**src/rtl/temporal_buffer_pkg.sv**
```systemverilog
// Shared widths, literal type and channel layout for the temporal buffer queue
// and the clause-table fetch stage that feeds it.
package temporal_buffer_pkg;

   localparam int LAW_DEFAULT = 11;

   // One clause-table literal: MSB is the polarity, the rest is the address.
   typedef logic [LAW_DEFAULT:0] literal_t;

   // Width of one entry: (NSAT-1) literals per channel, MCPV channels.
   function automatic int entry_width(input int nsat, input int mcpv, input int law);
      return (nsat - 1) * mcpv * (law + 1);
   endfunction

   // Index width, never narrower than one bit so ports stay legal.
   function automatic int index_width(input int n);
      return (n <= 1) ? 1 : $clog2(n);
   endfunction

   // Width able to hold the values 0..depth.
   function automatic int occ_width(input int depth);
      return (depth < 1) ? 1 : $clog2(depth + 1);
   endfunction

   // Bit offset of channel c inside an entry.
   function automatic int chan_offset(input int c, input int nsat, input int law);
      return c * (nsat - 1) * (law + 1);
   endfunction

endpackage

```
**src/rtl/tbq_bank.sv**
```systemverilog
// One bank: NSAT entries with a valid bit each, a write port, a combinational
// read port that reports a hit and returns zero on a miss, and a bulk clear.
module tbq_bank
   import temporal_buffer_pkg::*;
#(
   parameter int NSAT = 3,
   parameter int EW   = 480,
   parameter int IW   = 2
) (
   input  logic          clk,
   input  logic          reset,
   input  logic          clear,
   input  logic          wr_en,
   input  logic [IW-1:0] wr_index,
   input  logic [EW-1:0] wr_data,
   input  logic [IW-1:0] rd_index,
   output logic          rd_hit,
   output logic [EW-1:0] rd_data
);

   logic [EW-1:0]   mem_reg [NSAT];
   logic [NSAT-1:0] valid_reg;
   logic            rd_in_range;

   // Entry payload has no reset; the valid bits alone decide what is readable.
   always_ff @(posedge clk) begin
      if (wr_en) begin
         mem_reg[wr_index] <= wr_data;
      end
   end

   // Valid bits: cleared on reset/clear, set by a write.
   always_ff @(posedge clk or posedge reset) begin
      if (reset) begin
         valid_reg <= '0;
      end else if (clear) begin
         valid_reg <= '0;
      end else if (wr_en) begin
         valid_reg[wr_index] <= 1'b1;
      end
   end

   assign rd_in_range = ({1'b0, rd_index} < (IW + 1)'(NSAT));

   // Read with hit: out-of-range or unwritten entries read as zero.
   always_comb begin
      rd_hit  = 1'b0;
      rd_data = '0;
      if (rd_in_range && valid_reg[rd_index]) begin
         rd_hit  = 1'b1;
         rd_data = mem_reg[rd_index];
      end
   end

endmodule

```
**src/rtl/temporal_buffer_queue.sv**
```systemverilog
// Multi-try temporal buffer: the writer fills the bank at wptr while the
// selector drains the oldest closed bank at rptr into a one-deep output register.
module temporal_buffer_queue
   import temporal_buffer_pkg::*;
#(
   parameter int NSAT  = 3,
   parameter int LAW   = 11,
   parameter int MCPV  = 20,
   parameter int DEPTH = 2,
   localparam int EW   = entry_width(NSAT, MCPV, LAW),
   localparam int IW   = index_width(NSAT),
   localparam int OW   = occ_width(DEPTH)
) (
   input  logic          clk,
   input  logic          reset,
   input  logic          flush_i,
   input  logic          wr_valid_i,
   output logic          wr_ready_o,
   input  logic [IW-1:0] wr_index_i,
   input  logic          wr_last_i,
   input  logic [EW-1:0] wr_literals_i,
   output logic          wr_err_o,
   input  logic          sel_valid_i,
   output logic          sel_ready_o,
   input  logic [IW-1:0] sel_index_i,
   output logic          rd_valid_o,
   input  logic          rd_ready_i,
   output logic          rd_hit_o,
   output logic [EW-1:0] rd_literals_o,
   output logic [OW-1:0] occupancy_o
);

   localparam int PW = index_width(DEPTH);
   localparam logic [OW-1:0] DEPTH_C = OW'(DEPTH);

   logic [PW-1:0] wptr_reg, rptr_reg;
   logic [OW-1:0] cnt_reg;
   logic          rd_valid_reg, rd_hit_reg, wr_err_reg;
   logic [EW-1:0] rd_literals_reg;

   logic          wr_fire, sel_fire, wr_idx_ok, wr_close;
   logic [DEPTH-1:0] bank_hit;
   logic [EW-1:0]    bank_data [DEPTH];

   function automatic logic [PW-1:0] ptr_next(input logic [PW-1:0] p);
      return (p == PW'(DEPTH - 1)) ? '0 : p + PW'(1);
   endfunction

   assign wr_ready_o  = (cnt_reg < DEPTH_C);
   assign sel_ready_o = (cnt_reg != '0) && (!rd_valid_reg || rd_ready_i);
   assign occupancy_o = cnt_reg;

   // Flush suppresses both transfers so nothing lands in a bank being cleared.
   assign wr_fire   = wr_valid_i && wr_ready_o && !flush_i;
   assign sel_fire  = sel_valid_i && sel_ready_o && !flush_i;
   assign wr_idx_ok = ({1'b0, wr_index_i} < (IW + 1)'(NSAT));
   assign wr_close  = wr_fire && wr_last_i;

   // A write and a select in the same cycle always target different banks:
   // both firing needs 0 < cnt < DEPTH, which forces wptr != rptr.
   genvar gi;
   generate
      for (gi = 0; gi < DEPTH; gi++) begin : g_bank
         tbq_bank #(
            .NSAT (NSAT),
            .EW   (EW),
            .IW   (IW)
         ) u_bank (
            .clk      (clk),
            .reset    (reset),
            .clear    (flush_i || (sel_fire && (rptr_reg == PW'(gi)))),
            .wr_en    (wr_fire && wr_idx_ok && (wptr_reg == PW'(gi))),
            .wr_index (wr_index_i),
            .wr_data  (wr_literals_i),
            .rd_index (sel_index_i),
            .rd_hit   (bank_hit[gi]),
            .rd_data  (bank_data[gi])
         );
      end
   endgenerate

   // Pointers, closed-bank count, error pulse and output register.
   always_ff @(posedge clk or posedge reset) begin
      if (reset) begin
         wptr_reg        <= '0;
         rptr_reg        <= '0;
         cnt_reg         <= '0;
         wr_err_reg      <= 1'b0;
         rd_valid_reg    <= 1'b0;
         rd_hit_reg      <= 1'b0;
         rd_literals_reg <= '0;
      end else if (flush_i) begin
         wptr_reg        <= '0;
         rptr_reg        <= '0;
         cnt_reg         <= '0;
         wr_err_reg      <= 1'b0;
         rd_valid_reg    <= 1'b0;
         rd_hit_reg      <= 1'b0;
         rd_literals_reg <= '0;
      end else begin
         wr_err_reg <= wr_fire && !wr_idx_ok;
         if (wr_close) begin
            wptr_reg <= ptr_next(wptr_reg);
         end
         if (sel_fire) begin
            rptr_reg <= ptr_next(rptr_reg);
         end
         case ({wr_close, sel_fire})
            2'b10:   cnt_reg <= cnt_reg + OW'(1);
            2'b01:   cnt_reg <= cnt_reg - OW'(1);
            default: cnt_reg <= cnt_reg;
         endcase
         if (sel_fire) begin
            rd_valid_reg    <= 1'b1;
            rd_hit_reg      <= bank_hit[rptr_reg];
            rd_literals_reg <= bank_data[rptr_reg];
         end else if (rd_ready_i) begin
            rd_valid_reg <= 1'b0;
         end
      end
   end

   assign wr_err_o      = wr_err_reg;
   assign rd_valid_o    = rd_valid_reg;
   assign rd_hit_o      = rd_hit_reg;
   assign rd_literals_o = rd_literals_reg;

endmodule

```
**config.mk**
```make
export PLATFORM = sky130hd
export DESIGN_NAME = temporal_buffer_queue
export DESIGN_NICKNAME = d
export VERILOG_FILES = /design/src/rtl/temporal_buffer_pkg.sv /design/src/rtl/tbq_bank.sv /design/src/rtl/temporal_buffer_queue.sv
export SDC_FILE = /design/constraint.sdc
export NUM_CORES = 2
export LEC_CHECK = 0
export CAP_MARGIN = 20
export CORE_ASPECT_RATIO = 0.5
export CORE_MARGIN = 2
export CORE_UTILIZATION = 60
export DETAILED_ROUTE_END_ITERATION = 7
export HOLD_SLACK_MARGIN = 0.15
export PLACE_DENSITY = 0.87
export SLEW_MARGIN = 20
export SYNTH_ARGS = -nofsm -noshare
export SYNTH_HDL_FRONTEND = slang
export SYNTH_SLANG_ARGS = --single-unit
```
**constraint.sdc**
```tcl
create_clock -name clk -period 81 [get_ports clk]
set_clock_uncertainty 0.05 [all_clocks]
set_input_delay 16.2 -clock clk [delete_from_list [all_inputs] [get_ports clk]]
set_output_delay 16.2 -clock clk [all_outputs]
set_load 0.05 [all_outputs]
```
* Yosys cells after proc, flatten, opt, wreduce, memory -nomap -nowiden
Memories as Yosys holds them, arrays and structs flattened. Index checks and enable logic that the tools add are counted.
Storage, ports and cells: bits in registers 493, bits in writable memories 2880, input bits 491, output and inout bits 487, logic and storage cells 97, memories 2
Memories:
- g_bank[0].u_bank.mem_reg | words 3, bits a word 480, read ports 1, clocked after Yosys merged registers in 0, wr ports 1, line tbq_bank.sv:21 | logic [EW-1:0] mem_reg [NSAT];
- g_bank[1].u_bank.mem_reg | words 3, bits a word 480, read ports 1, clocked after Yosys merged registers in 0, wr ports 1, line tbq_bank.sv:21
Cells by class: add/sub/neg operators 4, order comparisons 8, equality and inequality tests 2, mux-type cells 39, bitwise operators 5, reduce and logical (&&, ||, !) cells 28
Operators by type and width (number):
- $mux W480 | 7
- $mux W1 | 23
- $logic_and A1 B1 Y1 | 15
- $mux W3 | 4
- $reduce_bool A2 Y1 | 5
- $lt A2 B2 Y1 const B | 3
- $lt A2 B3 Y1 const B | 2
- $or A3 B3 Y3 | 2
- $reduce_bool A3 Y1 | 2
- $bmux W1 S2 | 2
- $pmux W2 S2 | 1
- $logic_not A1 Y1 | 3
- $logic_or A1 B1 Y1 | 3
- $add A1 B1 Y1 const B | 2
- $add A2 B1 Y2 const B | 1
- $demux W1 S2 | 1
- $eq A2 B1 Y1 const B | 1
- $eq A2 B2 Y1 const B | 1
- $ge A2 B1 Y1 const B | 1
- $ge A2 B2 Y1 const B | 1
- $lt A1 B2 Y1 const B | 1
- $mux W2 | 1
- $not A1 Y1 | 2
- $not A1 Y2 | 1
- $sub A2 B1 Y2 const B | 1

* Logic depth before layout (Yosys ltp)
depth after elaboration 9, mapped depth 8, gate-level depth less buffers 4

* Cells and area by module
Synthesis repeated with hierarchy kept, for this count alone.
Second synthesis, totals: cell total of the unflattened synthesis 8404, area total of the unflattened synthesis 138273.9 um^2
Modules (own cells, without submodules):
- tbq_bank | instances 2, cells each 3058, area each 56405.3 um^2, seq. area each 43316.5 um^2
- temporal_buffer_queue | instances 1, cells each 2288, area each 25463.2 um^2, seq. area each 12186.7 um^2

* Worst setup path after synthesis
No wires, ideal clock.
path type in2reg, start point input wr_index_i[0], end point memory g_bank[0].u_bank.mem_reg[2][0], enable pin, setup time 2.555 ns, arrival time 62.405 ns, data required time 78.395 ns, path slack 15.990 ns, stages 1, buffers on the path 0, path through nor4_1
On the way: word-level cells in the longest chain between the ends 5
Ends and longest elaborated chain:
- from (decl) | line temporal_buffer_queue.sv:19 | input logic [IW-1:0] wr_index_i,
- $lt A2 B2 Y1 | line temporal_buffer_queue.sv:56 | assign wr_idx_ok = ({1'b0, wr_index_i} < (IW + 1)'(NSAT));
- $logic_and A1 B1 Y1 (2 in series) | line temporal_buffer_queue.sv:72 | .wr_en (wr_fire && wr_idx_ok && (wptr_reg == PW'(gi))),
- $mux W1 | line tbq_bank.sv:27 | if (wr_en) begin
- $mux W1 (not written as such) | line tbq_bank.sv:28 | mem_reg[wr_index] <= wr_data;
- to (decl) | line tbq_bank.sv:21
Several ways; a longest one is shown, not always the timed one.

* Worst setup path after layout
start point input rd_ready_i, end point output sel_ready_o
On the way: word-level cells in the longest chain between the ends 2
Ends and longest elaborated chain:
- from (decl) | line temporal_buffer_queue.sv:27 | input logic rd_ready_i,
- $logic_or A1 B1 Y1 | line temporal_buffer_queue.sv:50 | assign sel_ready_o = (cnt_reg != '0) && (!rd_valid_reg || rd_ready_i);
- $logic_and A1 B1 Y1 | line temporal_buffer_queue.sv:50
- to (decl) | line temporal_buffer_queue.sv:24 | output logic sel_ready_o,
No other way between the ends.

==> impl_metrics.py <==
metrics = {
    "worst_setup_path": {
        "cp_common_cell": "clkdlybuf4s50_1",
        "cp_cell_sequence": "clkdlybuf4s50_1, nor2b_1, nor2_1, clkdlybuf4s50_1",
        "endpoint_kind": "primary output",
        "crit_arrival_ps": 17820,
        "slowest_stage": "clkdlybuf4s50_1",
        "worst_ep_required_time_ps": 64750,
        "crit_buf_inv": 2,
        "cp_max_fo": 2,
        "crit_type": "in2out",
        "slowest_delay_ps": 860,
        "startpoint_type": "input pin",
        "critical-path-top-delay-family": "buffers and inverters",
    },
    "place": {
        "portBuffers": 977,
        "place_area_um2": 139000,
        "globalplace.congestion": 0.816,
        "hpwlAfterDp_um": 172000,
    },
    "logic_synthesis": {
        "synth_area_per_cell_um2": 22.3,
        "synth_top_area_share_pct": 68.5,
        "synthArstFlopShare_pct": 14.6,
        "yosys.cell_types.count": 34,
        "synthCells": 5663,
        "synth_top_area_cell": "edfxtp_1",
        "syn_area_um2": 126000,
        "ys_warn_count": 0,
        "synthTopCellsByArea": "edfxtp_1, dfrtp_1, mux2_2",
        "ys_seq_elements": 3373,
        "synth_ff_type": "edfxtp_1",
        "synth_edf_count": 2880,
        "yosysSeqAreaShare_pct": 78.2,
        "syn-num-nets": 6154,
    },
    "drt": {
        "wl_per_cell_um": 34.0,
        "vias_per_cell": 6.62,
        "drt_wl_total_um": 335000,
        "drc": 0,
        "detail-route-antenna-nets": 0,
        "first_pass_iters": 6,
        "first_iter_violations": 7722,
        "vias": 65300,
    },
    "floorplanning": {
        "fp.coreArea_um2": 210000,
        "start_util_pct": 60.2,
        "die_x_um": 653,
        "num_rows": 119,
        "ios": 978,
        "die_h_um": 328,
        "die_area_um2": 214000,
    },
    "cts": {
        "cts_tree": "built",
        "post_cts_buffers": 0,
        "cts_root_buf": "clkbuf_16",
        "cts_htree_levels": 5,
        "clk_pin_slew_worst_paths_ps": 70,
        "insertion_delay_ps": 850,
        "ctsResizeCount": 0,
        "cts_buffers": 284,
        "clockBufferDepth": 4,
        "clock_sinks": 3373,
        "hold_buffers": 0,
    },
    "pwr": {
        "finalPower_mw": 3.61,
        "max-vdd-ir-drop_mv": 0.0194,
        "internal-power_mw": 2.82,
        "power_frac_seq_pct": 53.2,
        "power.switching_uw": 790,
        "switching_share_pct": 21.9,
        "p_leak_nw": 50.4,
        "clkPwrFrac_pct": 39.2,
        "p_comb_share_pct": 7.6,
        "p_per_area_nw_per_um2": 24.2,
    },
    "timing": {
        "finalHoldViolCount": 0,
        "tightest_slew_ps": 1240,
        "finalCritPeriodShare_pct": 42.1,
        "max_freq_mhz": 29.3,
        "min_period_ps": 34070,
        "setup_violations": 0,
        "setup_tns_ps": 0,
        "report.final.slew_viol_count": 0,
        "relSlewSlack_pct": 17.2,
        "rsz0062_at_grt": "no",
    },
    "grt": {
        "grt_pass1_vias": 65500,
        "grt_start_max_net_pins": 165,
        "grt_usage_pct": 29.5,
        "antenna_found_initial": 158,
        "grt_overflow": 0,
        "grt_pass1_wl_um": 458000,
    },
    "cells_and_area": {
        "nets": 7184,
        "finish.instance_area_um2": 149000,
        "syn_to_final_growth_pct": 17.9,
        "final_common_cell": "edfxtp_1",
        "final_layout_size_suffix_gt1_share_pct": 28.1,
        "final_cell_mix": "edfxtp_1, clkdlybuf4s50_1, mux2_2",
        "largest_reg_flops": 2880,
    },
    "job": {
        "cap_violations": 0,
    },
    "outcome": {
        "status": "complete, no violations",
    },
    "min_path": {
        "min_path_type": "reg2reg",
    },
}
==> power by group through the flow <==
stage               Clock, mW  Sequential [mW]  Combinational (mW)
global placement            0             1.95               0.262
detailed placement          0             1.96               0.269
CTS                      1.41             1.92               0.273
finish                   1.41             1.92               0.275
global route             1.48             1.92               0.289
floorplan                   0             1.99               0.169
==> stage by stage <==
step | setup WS [ps] | instances | utilization [%] | hold WS, ps
finish | 46930 | 9869 | 71.0 | 449
global route | 46940 | 9864 | 71.0 | 458
CTS | 46960 | 9705 | 70.8 | 448
detailed placement | 47080 | 9190 | 66.3 | 420
global placement | 47020 | 9190 | 66.3 | 407
floorplan | 15990 | 5663 | - | 409
==> logic make-up after synthesis <==
kind of cell           Yosys count  synth area share [%]
buffers and inverters          324                  1.08
XOR/XNOR                         4                0.0277
AND/OR/NAND/NOR                 26                 0.122
flip-flops                    3373                  78.2
AO/OA/AOI/OAI                  493                  3.41
multiplexers                  1443                  17.1
==> worst paths after layout <==
| kind | start | to | slack (ps) | cells past startpoint |
|---|---|---|---|---|
| max reg2reg | occupancy_o[1] | g_bank[1].u_bank.mem_reg[0][452] | 75700 | 6 |
| max in group asynchronous | reset | rd_literals_o[137] | 62830 | 4 |
| min reg2reg | g_bank[1].u_bank.valid_reg[1] | g_bank[1].u_bank.valid_reg[1] | 450 | 1 |
| max | rd_ready_i | sel_ready_o | 46930 | 4 |
| min in group asynchronous | reset | rd_literals_o[473] | 15870 | 2 |
| min | g_bank[1].u_bank.valid_reg[1] | g_bank[1].u_bank.valid_reg[1] | 450 | 1 |
==> synth_stat cells (2+ instances only) <==
library cell,count
edfxtp_1,2880
mux2_2,961
dfrtp_1,493
a22o_1,480
mux4_2,480
clkbuf_1,210
buf_2,86
buf_1,16
nor2_1,9
buf_4,8
o21a_1,6
a21oi_1,3
nand3b_1,3
nor3b_1,3
inv_1,2
mux2i_1,2
or3_1,2
xnor2_1,2
xor2_1,2
==> cell type report <==
type,count,area (um^2)
inverter,3,26.3
timing repair buffer,1065,10700
clock buffer,408,8120
clock inverter,107,1220
tap,2783,3480
sequential,3373,98800
fill,11100,61000
antenna,164,410
multi-input combinational,1966,26200
==> metal layers <==
layer,global-route usage [%],vias up,wire length (um)
met2,47.6,4473,165000
li1,-,25700,-
met1,35.2,33900,109000
met5,0,-,30
met3,3.78,1211,23800
met4,26.9,4,37100
No activity file was read; power rests on OpenSTA's default activity.
